<file path="config.mk">
export PLATFORM = sky130hd
export DESIGN_NAME = vga_capture
export DESIGN_NICKNAME = d
export VERILOG_FILES = /design/src/rtl/vga_capture.sv
export SDC_FILE = /design/constraint.sdc
export NUM_CORES = 1
export LEC_CHECK = 0
export ABC_AREA = 1
export CAP_MARGIN = 20
export CORE_AREA = 2 2 103 205
export DETAILED_ROUTE_END_ITERATION = 6
export DIE_AREA = 0 0 105 207
export PLACE_DENSITY = 0.68
export SETUP_SLACK_MARGIN = 0.02
export SLEW_MARGIN = 20
export SYNTH_ARGS = -nofsm -noshare
export SYNTH_HDL_FRONTEND = slang
export SYNTH_SLANG_ARGS = --single-unit
</file>
<file path="constraint.sdc">
create_clock -name clk -period 2.05 [get_ports clk]
set_input_delay 0.3075 -clock clk [delete_from_list [all_inputs] [get_ports clk]]
set_output_delay 0.3075 -clock clk [all_outputs]
set_load 0.01 [all_outputs]
</file>
<file path="src/rtl/vga_capture.sv">
// vga_capture: recovers pong game state from a VGA stream on the pixel clock.
//   Watches hsync/vsync/rrggbb, samples the centre of each 8x8 playfield cell,
//   and publishes ball cell, paddle bitmaps, background colour and a frame
//   integrity flag once per frame.
// Ports:
//   clk          pixel clock
//   reset        asynchronous, active-low
//   hsync/vsync  sync inputs (polarity set by SYNC_NEG)
//   rrggbb       pixel colour
//   ball_x/y     published ball cell; ball_found = a ball cell was seen
//   lpaddle      bit r = cell (31,r) lit; rpaddle bit r = cell (0,r) lit
//   bgcolor      colour at px=0, py=0
//   frame_valid  one-cycle strobe when the outputs above were just updated
//   frame_ok     published frame had correct line lengths and line count
module vga_capture #(
  parameter int unsigned H_TOTAL  = 832,
  parameter int unsigned H_BP     = 128,
  parameter int unsigned H_ACTIVE = 640,
  parameter int unsigned V_TOTAL  = 520,
  parameter int unsigned V_BP     = 28,
  parameter int unsigned V_ACTIVE = 480,
  parameter int unsigned X_OFF    = 192,
  parameter int unsigned Y_OFF    = 112,
  parameter bit          SYNC_NEG = 1'b1
) (
  input  logic        clk,
  input  logic        reset,
  input  logic        hsync,
  input  logic        vsync,
  input  logic [5:0]  rrggbb,
  output logic [4:0]  ball_x,
  output logic [4:0]  ball_y,
  output logic        ball_found,
  output logic [31:0] lpaddle,
  output logic [31:0] rpaddle,
  output logic [5:0]  bgcolor,
  output logic        frame_valid,
  output logic        frame_ok
);

  localparam logic [9:0]  XLo  = 10'(H_BP);
  localparam logic [9:0]  XHi  = 10'(H_BP + H_ACTIVE);
  localparam logic [9:0]  YLo  = 10'(V_BP);
  localparam logic [9:0]  YHi  = 10'(V_BP + V_ACTIVE);
  localparam logic [9:0]  UOff = 10'(H_BP + X_OFF);
  localparam logic [9:0]  VOff = 10'(V_BP + Y_OFF);
  localparam logic [10:0] HTot = 11'(H_TOTAL);
  localparam logic [10:0] VTot = 11'(V_TOTAL);

  typedef enum logic [1:0] {StIdle, StArmed, StWait} state_e;

  // Two-stage input registers; s2 colour is aligned with the counters.
  logic       r_hs1, r_hs2, r_vs1, r_vs2;
  logic [5:0] r_rgb1, r_rgb2;

  always_ff @(posedge clk or negedge reset) begin
    if (!reset) begin
      // Syncs reset to their inactive level so release creates no false edge.
      r_hs1  <= SYNC_NEG;
      r_hs2  <= SYNC_NEG;
      r_vs1  <= SYNC_NEG;
      r_vs2  <= SYNC_NEG;
      r_rgb1 <= '0;
      r_rgb2 <= '0;
    end else begin
      r_hs1  <= hsync;
      r_hs2  <= r_hs1;
      r_vs1  <= vsync;
      r_vs2  <= r_vs1;
      r_rgb1 <= rrggbb;
      r_rgb2 <= r_rgb1;
    end
  end

  logic w_hs_act1, w_hs_act2, w_vs_act1, w_vs_act2;
  logic w_hs_trail, w_vs_lead, w_vs_trail;
  assign w_hs_act1  = r_hs1 ^ SYNC_NEG;
  assign w_hs_act2  = r_hs2 ^ SYNC_NEG;
  assign w_vs_act1  = r_vs1 ^ SYNC_NEG;
  assign w_vs_act2  = r_vs2 ^ SYNC_NEG;
  assign w_hs_trail = ~w_hs_act1 & w_hs_act2;
  assign w_vs_lead  = w_vs_act1 & ~w_vs_act2;
  assign w_vs_trail = ~w_vs_act1 & w_vs_act2;

  // Counters, saturating at all-ones.
  logic [9:0] r_x_cnt, r_y_cnt, w_y_inc;
  assign w_y_inc = (w_hs_trail && r_y_cnt != '1) ? r_y_cnt + 10'd1 : r_y_cnt;

  always_ff @(posedge clk or negedge reset) begin
    if (!reset) begin
      r_x_cnt <= '0;
      r_y_cnt <= '0;
    end else begin
      if (w_hs_trail)          r_x_cnt <= '0;
      else if (r_x_cnt != '1)  r_x_cnt <= r_x_cnt + 10'd1;
      // hsync edge is applied first, so a coincident vsync trailing edge wins.
      r_y_cnt <= w_vs_trail ? '0 : w_y_inc;
    end
  end

  // Cell sampling at the centre pixel (offset 4,4) of each 8x8 cell.
  logic [9:0] w_u, w_v;
  logic       w_active, w_cell, w_lit, w_bg_pt;
  logic [4:0] w_cx, w_cy;
  assign w_active = (r_x_cnt >= XLo) && (r_x_cnt < XHi) && (r_y_cnt >= YLo) && (r_y_cnt < YHi);
  assign w_u      = r_x_cnt - UOff;
  assign w_v      = r_y_cnt - VOff;
  assign w_cell   = w_active && (w_u[9:8] == 2'b00) && (w_v[9:8] == 2'b00) &&
                    (w_u[2:0] == 3'd4) && (w_v[2:0] == 3'd4);
  assign w_cx     = w_u[7:3];
  assign w_cy     = w_v[7:3];
  assign w_lit    = (r_rgb2 == 6'b111111);
  assign w_bg_pt  = w_active && (r_x_cnt == XLo) && (r_y_cnt == YLo);

  // FSM
  state_e r_state, w_state_next;
  logic   w_arm, w_publish;

  always_ff @(posedge clk or negedge reset) begin
    if (!reset) r_state <= StIdle;
    else        r_state <= w_state_next;
  end

  always_comb begin
    w_state_next = r_state;
    w_arm        = 1'b0;
    w_publish    = 1'b0;
    unique case (r_state)
      StIdle, StWait: begin
        if (w_vs_trail) begin
          w_arm        = 1'b1;
          w_state_next = StArmed;
        end
      end
      StArmed: begin
        if (w_vs_lead) begin
          w_publish    = 1'b1;
          w_state_next = StWait;
        end
      end
      default: w_state_next = StIdle;
    endcase
  end

  // Accumulators and their next values (current cycle folded in).
  logic [31:0] r_lp_acc, r_rp_acc, w_lp_next, w_rp_next;
  logic [4:0]  r_bx_acc, r_by_acc, w_bx_next, w_by_next;
  logic [5:0]  r_bg_acc, w_bg_next;
  logic        r_found_acc, w_found_next, r_err_acc, w_err_next, r_first, w_first_next;
  logic        w_ok;

  always_comb begin
    w_lp_next    = r_lp_acc;
    w_rp_next    = r_rp_acc;
    w_bx_next    = r_bx_acc;
    w_by_next    = r_by_acc;
    w_bg_next    = r_bg_acc;
    w_found_next = r_found_acc;
    w_err_next   = r_err_acc;
    w_first_next = r_first;
    if (w_cell && w_lit) begin
      if (w_cx == 5'd31)      w_lp_next[w_cy] = 1'b1;
      else if (w_cx == 5'd0)  w_rp_next[w_cy] = 1'b1;
      else if (!r_found_acc) begin
        w_bx_next    = w_cx;
        w_by_next    = w_cy;
        w_found_next = 1'b1;
      end
    end
    if (w_bg_pt) w_bg_next = r_rgb2;
    if (w_hs_trail) begin
      // The first line after arming may have started before the arm point.
      w_first_next = 1'b0;
      if (!r_first && ({1'b0, r_x_cnt} + 11'd1 != HTot)) w_err_next = 1'b1;
    end
    w_ok = !w_err_next && ({1'b0, w_y_inc} + 11'd1 == VTot);
  end

  always_ff @(posedge clk or negedge reset) begin
    if (!reset) begin
      r_lp_acc    <= '0;
      r_rp_acc    <= '0;
      r_bx_acc    <= '0;
      r_by_acc    <= '0;
      r_bg_acc    <= '0;
      r_found_acc <= 1'b0;
      r_err_acc   <= 1'b0;
      r_first     <= 1'b0;
    end else if (w_arm) begin
      r_lp_acc    <= '0;
      r_rp_acc    <= '0;
      r_bx_acc    <= '0;
      r_by_acc    <= '0;
      r_bg_acc    <= '0;
      r_found_acc <= 1'b0;
      r_err_acc   <= 1'b0;
      r_first     <= 1'b1;
    end else if (r_state == StArmed) begin
      r_lp_acc    <= w_lp_next;
      r_rp_acc    <= w_rp_next;
      r_bx_acc    <= w_bx_next;
      r_by_acc    <= w_by_next;
      r_bg_acc    <= w_bg_next;
      r_found_acc <= w_found_next;
      r_err_acc   <= w_err_next;
      r_first     <= w_first_next;
    end
  end

  // Published outputs
  logic [31:0] r_lpaddle, r_rpaddle;
  logic [4:0]  r_ball_x, r_ball_y;
  logic [5:0]  r_bgcolor;
  logic        r_ball_found, r_frame_valid, r_frame_ok;

  always_ff @(posedge clk or negedge reset) begin
    if (!reset) begin
      r_lpaddle     <= '0;
      r_rpaddle     <= '0;
      r_ball_x      <= '0;
      r_ball_y      <= '0;
      r_bgcolor     <= '0;
      r_ball_found  <= 1'b0;
      r_frame_valid <= 1'b0;
      r_frame_ok    <= 1'b0;
    end else begin
      r_frame_valid <= w_publish;
      if (w_publish) begin
        r_lpaddle    <= w_lp_next;
        r_rpaddle    <= w_rp_next;
        r_ball_x     <= w_bx_next;
        r_ball_y     <= w_by_next;
        r_bgcolor    <= w_bg_next;
        r_ball_found <= w_found_next;
        r_frame_ok   <= w_ok;
      end
    end
  end

  assign ball_x      = r_ball_x;
  assign ball_y      = r_ball_y;
  assign ball_found  = r_ball_found;
  assign lpaddle     = r_lpaddle;
  assign rpaddle     = r_rpaddle;
  assign bgcolor     = r_bgcolor;
  assign frame_valid = r_frame_valid;
  assign frame_ok    = r_frame_ok;

endmodule

</file>
* After elaboration in Yosys (flattened, before gate mapping)
Cells that the tools add are included.
Cells by class: reduce and logical (&&, ||, !) cells 26, $add $sub $neg 6, mux-type cells 49, $lt $le $gt $ge 6, eq/ne operators 14, bitwise gates (word level) 8
Operator list (number):
- 32-bit two-way mux | 9
- 32-bit OR | 2
- 5-bit two-way mux | 12
- 10-bit two-way mux | 4
- 10-bit by 1-bit adder with 11-bit output, second input constant | 2
- 10-bit by 1-bit adder with 10-bit output, second input constant | 2
- 10-bit != test, second input constant | 2
- 6-bit two-way mux | 3
- 1-bit two-way mux | 17
- 1-bit logical AND | 14
- 11-bit by 10-bit == test with 1-bit output, second input constant | 1
- 11-bit by 10-bit != test with 1-bit output, second input constant | 1
- 10-bit by 5-bit == test with 1-bit output, second input constant | 1
- 10-bit by 8-bit == test with 1-bit output, second input constant | 1
- 10-bit by 5-bit >= comparator with 1-bit output, second input constant | 1
- 10-bit by 8-bit >= comparator with 1-bit output, second input constant | 1
- 10-bit less-than comparator, second input constant | 1
- 10-bit by 9-bit less-than comparator with 1-bit output, second input constant | 1
- 10-bit by 8-bit subtractor with 10-bit output, second input constant | 1
- 10-bit by 9-bit subtractor with 10-bit output, second input constant | 1
- 3-bit == test, second input constant | 2
- 6-bit == test, second input constant | 1
- 2-bit zero test | 3
- 5-bit by 6-bit less-than comparator with 1-bit output, second input constant | 1
- 15 further kinds | 25
Word-level totals: output and inout bits 83, logic and storage cells 134, input port bits 10, flip-flop bits (word level) 204

* Depth between registers and ports, before layout
Gate-level depths: netlist (run 1).
word-level depth 12, gate-level depth with buffers 15

* Least setup slack after synthesis (run 1)
Ideal clock, no wire load.
path type register -> register, start register r_y_cnt[2], end register r_by_acc[1], data required time 1932 ps, arrival 1798 ps, setup slack 134 ps, clock period less this slack 1916 ps, stages on the path, launching flop included 13, path buffers 1, path through dfrtp_1 > ha_1 > nand2_1 > nor2_4 > nand2_1 > nand2_1 > nor2_1 > nand3_1 > nor2_8 > buf_4 > nand3_1 > nand3_1 > nand2_1
Between the ends: word-level cells in the longest chain between the ends 11, elaborated cells on any way between the ends 18
Ends and longest elaborated chain:
- start, declared | line 86 | logic [9:0] r_x_cnt, r_y_cnt, w_y_inc;
- start signal, assigned | line 97 | r_y_cnt <= w_vs_trail ? '0 : w_y_inc;
- 10-bit by 5-bit >= comparator with 1-bit output | line 105 | assign w_active = (r_x_cnt >= XLo) && (r_x_cnt < XHi) && (r_y_cnt >= YLo) && (r_y_cnt < YHi);
- 1-bit logical AND (2 in series) | line 105
- 1-bit logical AND (3 in series) | line 108 | assign w_cell = w_active && (w_u[9:8] == 2'b00) && (w_v[9:8] == 2'b00) &&
- 1-bit logical AND | line 109 | (w_u[2:0] == 3'd4) && (w_v[2:0] == 3'd4);
- 1-bit logical AND | line 161 | if (w_cell && w_lit) begin
- 5-bit two-way mux (*) | line 161
- 5-bit two-way mux (*) | line 198 | end else if (r_state == StArmed) begin
- 5-bit two-way mux (*) | line 189 | end else if (w_arm) begin
- end signal, assigned | line 202 | r_by_acc <= w_by_next;
- end, declared | line 147 | logic [4:0] r_bx_acc, r_by_acc, w_bx_next, w_by_next;
Mark *: on every way between the ends. The rest lies on a longest branch, timed or not. The select of a mux whose other input is x is not followed. A chain may end at the register's enable or synchronous reset.

* Worst setup path in the final report (run 1)
start register r_x_cnt[6], end register r_lpaddle[23], in the netlist lpaddle[23]
Between the ends: word-level cells in the longest chain between the ends 10, elaborated cells on any way between the ends 15
Ends and longest elaborated chain:
- start, declared | line 86
- start signal, assigned | line 95 | else if (r_x_cnt != '1) r_x_cnt <= r_x_cnt + 10'd1;
- 10-bit by 8-bit >= comparator with 1-bit output / 10-bit less-than comparator (equally long branches) | line 105
- 1-bit logical AND (3 in series) | line 105
- 1-bit logical AND (3 in series) | line 108
- 1-bit logical AND | line 109
- 1-bit logical AND | line 161
- 32-bit two-way mux (*) | line 161
- end signal, assigned | line 229 | r_lpaddle <= w_lp_next;
- end, declared | line 211 | logic [31:0] r_lpaddle, r_rpaddle;
Mark *: on every way between the ends. The rest lies on a longest branch, timed or not.

==> summary.json, run 1 <==
{
  "die": {
    "floorplan.io_pins": 93,
    "fp.dieArea_um2": 21700,
    "std_cell_rows": 74,
    "start_util_pct": 47.4,
    "height_of_the_die_um": 207,
    "die_w_um": 105,
    "core_area_um2": 20200
  },
  "setup_path": {
    "worstPathCellList": "inv_2, ha_4, o21ai_0, nor2_2, nand3_1, nor2_2, nand2_2, nor2_8, buf_6, clkbuf_16, nand3_1, a21oi_1",
    "setup.worst_path.class": "flop to flop",
    "crit_required_ns": 2.48,
    "cell_with_the_largest_stage_delay_on_the_worst_path": "dfrtp_1",
    "cp.arrival_ns": 2.49,
    "critical_path_fanout_max": 7,
    "critical_path_buf_inv_count": 3,
    "crit_path_max_incr_delay_ns": 0.39,
    "cp-end-kind": "flop",
    "critical-path-top-delay-family": "simple AND/OR/NAND/NOR gates",
    "cp-start-kind": "flop"
  },
  "grt": {
    "global_routing_usage_summed_across_all_routing_layers_pct": 22.4,
    "grt_max_degree": 81,
    "grt.met2_usage_pct": 37.5,
    "number_of_antenna_violations_at_the_first_check_in_global_routing": 0,
    "first_global_vias": 8236,
    "most_crowded_layer_after_global_routing": "met2",
    "globalRoute.totalOverflow": 0,
    "grt_first_pass_wirelength_um": 40400,
    "globalRouteMet3Util_pct": 2.30,
    "met1_usage_pct": 30.2
  },
  "timing": {
    "fin_ws_ns": -0.0176,
    "finalClockSkew_ns": 0.0118,
    "hold_violations": 0,
    "timing.slew.headroom_pct": 45.1,
    "setup_repair_after_global_routing_missed_its_margin": "yes",
    "finalCritPeriodShare_pct": 101,
    "report.final.slew_viol_count": 0,
    "layout_min_cycle_time_ns": 2.07,
    "finalSetupViolCount": 9,
    "tightest_pin_transition_ns": 0.823,
    "maxClockFrequency_mhz": 484,
    "setup_tns_ns": -0.0734
  },
  "power_and_ir_drop": {
    "design_power_total_mw": 9.57,
    "ir_worst_vdd_uv": 766,
    "power_per_cell_area_nw_per_um2": 743,
    "power_leakage_nw": 6.04
  },
  "synth": {
    "yosysWarningCount": 0,
    "ys_seq_area_share_pct": 53.4,
    "mappedNetlistArea_um2": 9570,
    "synthFlopType": "dfrtp_1",
    "number_of_enable_type_register_cells_in_the_synthesized_netlist": 0,
    "yosys_register_bits": 204,
    "netlist_instances": 1200,
    "avgSynthCellArea_um2": 7.97,
    "syn_nets": 1218,
    "synth_cell_type_count": 32,
    "asyncSetResetFlopFracSynth_pct": 100
  },
  "clocking": {
    "root_buffer": "clkbuf_16",
    "worst_setup_hold_path_clk_slew_ns": 0.07,
    "clk_latency_ns": 0.50,
    "cts_made_buffers": 19,
    "ctsLongestPathBuffers": 3,
    "cts_sinks": 204,
    "tritoncts_clock_tree": "yes",
    "htreeDepth": 1
  },
  "placement": {
    "placement.setup.worst_slack_ns": -0.108,
    "globalplace.congestion": 0.887,
    "dpl.cell_count": 1556,
    "buffer_ports.inserted": 92,
    "hpwlAfterDp_um": 16500
  },
  "route": {
    "ant_nets": 0,
    "initialDrtViolationCount": 544,
    "detail_route.wirelength_um": 25500,
    "route.detailed.drc": 0,
    "vias": 8447,
    "post_drt_via_cell_ratio": 5.24,
    "routedWlPerCell_um": 15.8,
    "drt_pass1_iterations": 5
  },
  "final_layout": {
    "final_layout_size_suffix_gt1_share_pct": 23.2,
    "n_antenna_cell": 0,
    "final_cells": 1611,
    "areaGrowthSynthToFinish_pct": 34.6,
    "final.fill_count": 1701,
    "finalNetCount": 1352
  },
  "outcome": {
    "outcome": "finished, violations left",
    "failed_checks": "negative setup slack"
  },
  "worst_hold_path": {
    "hold_path.class": "input port to flop"
  },
  "run": {
    "drv_cap": 0
  }
}
==> state kept, by name, summed over array words and instances, names as in the netlist, 10 cells and up <==
| name | count |
|---|---|
| r_y_cnt | 10 |
| lpaddle | 32 |
| r_rp_acc | 32 |
| r_lp_acc | 32 |
| rpaddle | 32 |
| r_x_cnt | 10 |
==> worst register-to-register path, stage by stage, from the launching register on <==
cell and delay [ns]:
dfrtp_1 0.39, inv_2 0.10, ha_4 0.14, o21ai_0 0.09
nor2_2 0.15, nand3_1 0.10, nor2_2 0.15, nand2_2 0.10
nor2_8 0.16, buf_6 0.14, clkbuf_16 0.16, nand3_1 0.15
a21oi_1 0.16
==> synthesized netlist by cell type (4+ instances only) <==
| master | count | share of area [%] |
|---|---|---|
| nand2_1 | 395 | 15 |
| dfrtp_1 | 200 | 52 |
| nor2_1 | 121 | 4.7 |
| a21oi_1 | 117 | 6.1 |
| inv_1 | 109 | 4.3 |
| nand3_1 | 84 | 4.4 |
| clkbuf_1 | 31 | 1.2 |
| o21ai_0 | 25 | 1.3 |
| nand4_1 | 16 | 1.0 |
| o21bai_1 | 12 | 0.94 |
| nand3_2 | 11 | 1.2 |
| nor2b_1 | 10 | 0.65 |
| o21ai_1 | 9 | 0.47 |
| xor2_1 | 9 | 0.82 |
| ha_1 | 8 | 1.0 |
| buf_2 | 7 | 0.37 |
| buf_1 | 5 | 0.20 |
| buf_6 | 4 | 0.47 |
| dfstp_2 | 4 | 1.1 |
==> repair_timing <==
item / CTS / global route
cloned: 0 / 6
hold endpoints to repair: 46 / 0
hold buffers: 1 / 0
setup buffers: 0 / 16
endpoints found under the setup margin: 74 / 157
resized for setup: 15 / 217
pin swaps: 0 / 59
==> cells in the final DEF (no fill, tap or decap), drive strengths merged, types with 30 or more instances in the layout <==
master | netlist | final
nand3 | 95 | 95
buf | 18 | 66
inv | 112 | 112
clkdlybuf4s50 | 0 | 91
nand2 | 397 | 397
o21ai | 34 | 34
clkbuf | 32 | 30
nor2 | 127 | 127
dfrtp | 200 | 200
a21oi | 117 | 117
==> cell type report <==
cell class,instances,area (um2),area share (%)
clock buffers,25,518,4.02
clock inverters,7,91.3,0.709
inverters,113,427,3.31
multi-input cells,833,4690,36.4
flip-flops and latches,204,5110,39.7
well taps,266,333,2.58
repair buffers,163,1710,13.3
==> stage by stage <==
stage / hold slack (ns) / utilization, % / instance area [um2]
5_1_grt: 0.232 / 63.8 / 12900
4_1_cts: 0.203 / 58.2 / 11800
3_5_place_dp: 0.292 / 54.9 / 11100
6_report: 0.220 / 63.8 / 12900
2_1_floorplan: 0.0119 / - / 9570
3_3_place_gp: 0.292 / 54.9 / 11100
==> kinds of logic (layout without fill, tap and decap cells) <==
group / after synthesis / in the layout / share of synthesized area (%)
simple gates: 646 / 646 / 28.4
fa+ha+maj: 8 / 8 / 1.05
buf+inv: 163 / 308 / 6.89
flops: 204 / 204 / 53.4
xor+xnor: 12 / 12 / 1.18
compound gates: 167 / 167 / 9.11
==> metal layers <==
metal	vias up	wire, um
met4	0	746
met2	237	12800
met1	4098	10900
met5	-	0
met3	55	1080
li1	4057	-
==> power by group <==
part	total, mW	leakage, nW	switching (mW)	internal (mW)
clock	3.57	0.298	1.53	2.04
sequential	4.40	2.76	0.153	4.25
combinational	1.61	2.98	0.957	0.648
total	9.57	6.04	2.64	6.93
==> path summary, 6_finish.rpt <==
| path | to | slack (ns) | cells past startpoint | startpoint |
|---|---|---|---|---|
| setup / recovery | lpaddle[23] | -0.02 | 12 | r_x_cnt[6] |
| hold / removal | r_hs1 | 0.22 | 1 | hsync |
| setup reg to reg | lpaddle[23] | -0.02 | 12 | r_x_cnt[6] |
| hold reg to reg | r_rgb2[2] | 0.34 | 0 | r_rgb1[2] |
| max in group asynchronous | r_vs1 | 1.04 | 3 | reset |
| min in group asynchronous | r_bg_acc[4] | 0.32 | 2 | reset |
Note: power is estimated with default switching activity, not from simulation.
==> run 2: changes to the inputs <==
Settings changed: PLACE_DENSITY 0.68 to 0.65.
Clock period 2.05 ns to 2 ns, I/O delays scaled along.
==> summary.json, run 2 (same netlist as run 1, synthesis figures left out) <==
{
  "placement": {
    "buffer_ports.inserted": {"value": 92, "change": "unchanged"},
    "globalplace.congestion": {"value": 0.849, "change": "-4.3%"},
    "dpl.cell_count": {"value": 1576, "change": "+1.3%"},
    "postPlaceCellArea": {"value": 11300, "unit": "um2", "change": "+1.7%"},
    "placement.setup.worst_slack": {"value": -0.237, "unit": "ns", "change": "-0.129 ns"},
    "hpwlAfterDp": {"value": 16500, "unit": "um", "change": "+0.38%"}
  },
  "die": {
    "std_cell_rows": {"value": 74, "change": "unchanged"},
    "die_w": {"value": 105, "unit": "um", "change": "unchanged"},
    "core_area": {"value": 20200, "unit": "um2", "change": "unchanged"},
    "floorplan.io_pins": {"value": 93, "change": "unchanged"},
    "height_of_the_die": {"value": 207, "unit": "um", "change": "unchanged"},
    "fp.dieArea": {"value": 21700, "unit": "um2", "change": "unchanged"},
    "start_util": {"value": 47.4, "unit": "%", "change": "unchanged"}
  },
  "timing": {
    "setup_repair_after_global_routing_missed_its_margin": "yes",
    "layout_min_cycle_time": {"value": 2.04, "unit": "ns", "change": "-0.0260 ns"},
    "timing.slew.headroom": {"value": 50.5, "unit": "%", "change": "+5.4 points"},
    "finalClockSkew": {"value": 0.0197, "unit": "ns", "change": "+0.00781 ns"},
    "report.final.slew_viol_count": {"value": 0, "change": "unchanged"},
    "maxClockFrequency": {"value": 490, "unit": "MHz", "change": "+1.3%"},
    "finalSetupViolCount": {"value": 15, "change": "+6"},
    "setup_tns": {"value": -0.287, "unit": "ns", "change": "-0.214 ns"},
    "tightest_pin_transition": {"value": 0.742, "unit": "ns", "change": "-0.0811 ns"},
    "finalCritPeriodShare": {"value": 102, "unit": "%", "change": "+1.2 points"},
    "fin_ws": {"value": -0.0415, "unit": "ns", "change": "-0.0240 ns"},
    "hold_violations": {"value": 0, "change": "unchanged"}
  },
  "final_layout": {
    "final_core_util": {"value": 64.1, "unit": "%", "change": "+0.23 points"},
    "final_cells": {"value": 1624, "change": "+0.81%"},
    "final_area": {"value": 12900, "unit": "um2", "change": "+0.36%"},
    "n_antenna_cell": {"value": 0, "change": "unchanged"},
    "final_layout_size_suffix_gt1_share": {"value": 20.6, "unit": "%", "change": "-2.6 points"},
    "final_cell_mix": "nand2_1, dfrtp_1, inv_1",
    "layout.cells.most_common": "nand2_1",
    "areaGrowthSynthToFinish_pct": 35.1,
    "finalNetCount": {"value": 1362, "change": "+0.74%"}
  },
  "worst_hold_path": {
    "min-delay-start": "vsync",
    "hold_path_depth": {"value": 1, "change": "unchanged"},
    "timing.hold.worst_endpoint": "r_vs1",
    "hold_path.class": "input port to flop"
  },
  "setup_path": {
    "critical-path-top-delay-family": "simple AND/OR/NAND/NOR gates",
    "setup.worst_path.class": "flop to flop",
    "cp.arrival": {"value": 2.49, "unit": "ns", "change": "about the same"},
    "cell_with_the_largest_stage_delay_on_the_worst_path": "dfrtp_2",
    "cp-start-kind": "flop",
    "worstPathCellList": "ha_4, nor2_4, nand2_4, nand3_2, nand2_1, nor2_2, nand2_2, nor2_8, buf_6, buf_12, nand3_1, nand2_1, nand2_1, nand2_1",
    "cp-end-kind": "flop",
    "rrSetupSlack": {"value": -0.04, "unit": "ns", "change": "-0.02 ns"},
    "worst_r2r_endpoint": "lpaddle[2]",
    "crit_required": {"value": 2.45, "unit": "ns", "change": "-0.03 ns"},
    "worstReg2RegStart": "r_y_cnt[2]",
    "critical_path_fanout_max": {"value": 7, "change": "unchanged"},
    "worstRegToRegCells": {"value": 14, "change": "+2"},
    "crit_path_frequent_cell": "nand2_1",
    "crit_path_max_incr_delay": {"value": 0.44, "unit": "ns", "change": "+0.05 ns"},
    "critical_path_buf_inv_count": {"value": 2, "change": "-1"}
  },
  "clocking": {
    "clk_latency": {"value": 0.52, "unit": "ns", "change": "+0.02 ns"},
    "root_buffer": "clkbuf_16",
    "htreeDepth": {"value": 1, "change": "unchanged"},
    "cts_made_buffers": {"value": 20, "change": "+1"},
    "tritoncts_clock_tree": "yes",
    "ctsLongestPathBuffers": {"value": 3, "change": "unchanged"},
    "worst_setup_hold_path_clk_slew": {"value": 0.07, "unit": "ns", "change": "about the same"},
    "cts_sinks": {"value": 204, "change": "unchanged"}
  },
  "power_and_ir_drop": {
    "power_leakage": {"value": 6.17, "unit": "nW", "change": "+2.1%"},
    "power_per_cell_area": {"value": 808, "unit": "nW/um2", "change": "+8.8%"},
    "ir_worst_vdd": {"value": 754, "unit": "uV", "change": "-1.6%"}
  },
  "grt": {
    "globalRoute.totalOverflow": {"value": 0, "change": "unchanged"},
    "global_routing_usage_summed_across_all_routing_layers": {"value": 23.4, "unit": "%", "change": "+1.1 points"},
    "number_of_antenna_violations_at_the_first_check_in_global_routing": {"value": 0, "change": "unchanged"},
    "first_global_vias": {"value": 8512, "change": "+3.4%"},
    "grt_first_pass_wirelength": {"value": 42100, "unit": "um", "change": "+4.3%"},
    "grt_max_degree": {"value": 73, "change": "-9.9%"}
  },
  "outcome": {
    "failed_checks": "negative setup slack",
    "outcome": "finished, violations left"
  },
  "route": {
    "initialDrtViolationCount": {"value": 523, "change": "-3.9%"},
    "routedWlPerCell": {"value": 15.9, "unit": "um", "change": "+0.44%"},
    "vias": {"value": 8469, "change": "+0.26%"},
    "post_drt_via_cell_ratio": {"value": 5.21, "change": "-0.54%"},
    "drt_pass1_iterations": {"value": 5, "change": "unchanged"},
    "route.detailed.drc": {"value": 0, "change": "unchanged"},
    "ant_nets": {"value": 0, "change": "unchanged"},
    "detail_route.wirelength": {"value": 25800, "unit": "um", "change": "+1.2%"}
  },
  "run": {
    "drv_cap": {"value": 0, "change": "unchanged"}
  }
}
[run 2: worst max-delay path by stage]
stage	start	to	slack [ns]	cells after the start
floorplan	r_y_cnt[2]	r_by_acc[1]	0.08	12
global placement	r_y_cnt[2]	r_lp_acc[26]	-0.23	12
detailed placement	r_y_cnt[2]	r_lp_acc[26]	-0.24	12
CTS	r_x_cnt[6]	lpaddle[2]	-0.02	15
global route	r_x_cnt[6]	rpaddle[2]	-0.21	12
finish	r_y_cnt[2]	lpaddle[2]	-0.04	14
[run 2: metal layers]
layer / wire length, um / vias up / global-route usage [%]
met4: 743 / 0 / 8.83
met1: 11100 / 4097 / 31.8
met5: 0 / - / 0
met3: 1270 / 48 / 2.64
li1: - / 4084 / -
met2: 12700 / 240 / 38.7
[run 2: where the power goes]
part	internal (mW)	switching (mW)
Combinational	0.681	1.00
Clock	2.53	1.72
Sequential	4.35	0.159
[run 2: layout make-up]
| class | instances | area (um2) |
|---|---|---|
| fillers | 1779 | 7260 |
| flip-flops and latches | 204 | 5110 |
| multi-input cells | 833 | 4520 |
| repair buffers | 172 | 1800 |
| clock buffers | 23 | 553 |
| inverters | 113 | 424 |
| well taps | 266 | 333 |
| clock inverters | 13 | 191 |
[run 2: timing repair]
| action | 4_1_cts | 5_1_grt |
|---|---|---|
| endpoints found under the hold margin | 38 | 0 |
| gates resized for setup | 53 | 129 |
| pin swaps | 8 | 33 |
| buffers inserted | 5 | 4 |
| endpoints found under the setup margin | 143 | 161 |
| gates cloned | 2 | 2 |
| hold buffers | 1 | 0 |
[run 2: stage by stage]
stage	hold WS (ns)	total power [mW]
floorplan	0.00441	5.32
global placement	0.252	6.10
detailed placement	0.256	6.13
CTS	0.193	10.5
global route	0.206	10.9
finish	0.202	10.4
==> run 3: changes to the inputs <==
Settings changed: SLEW_MARGIN 20 to unset.
==> results of run 3 <==
The final DEF is identical to that of run 2; final timing and power are the same.
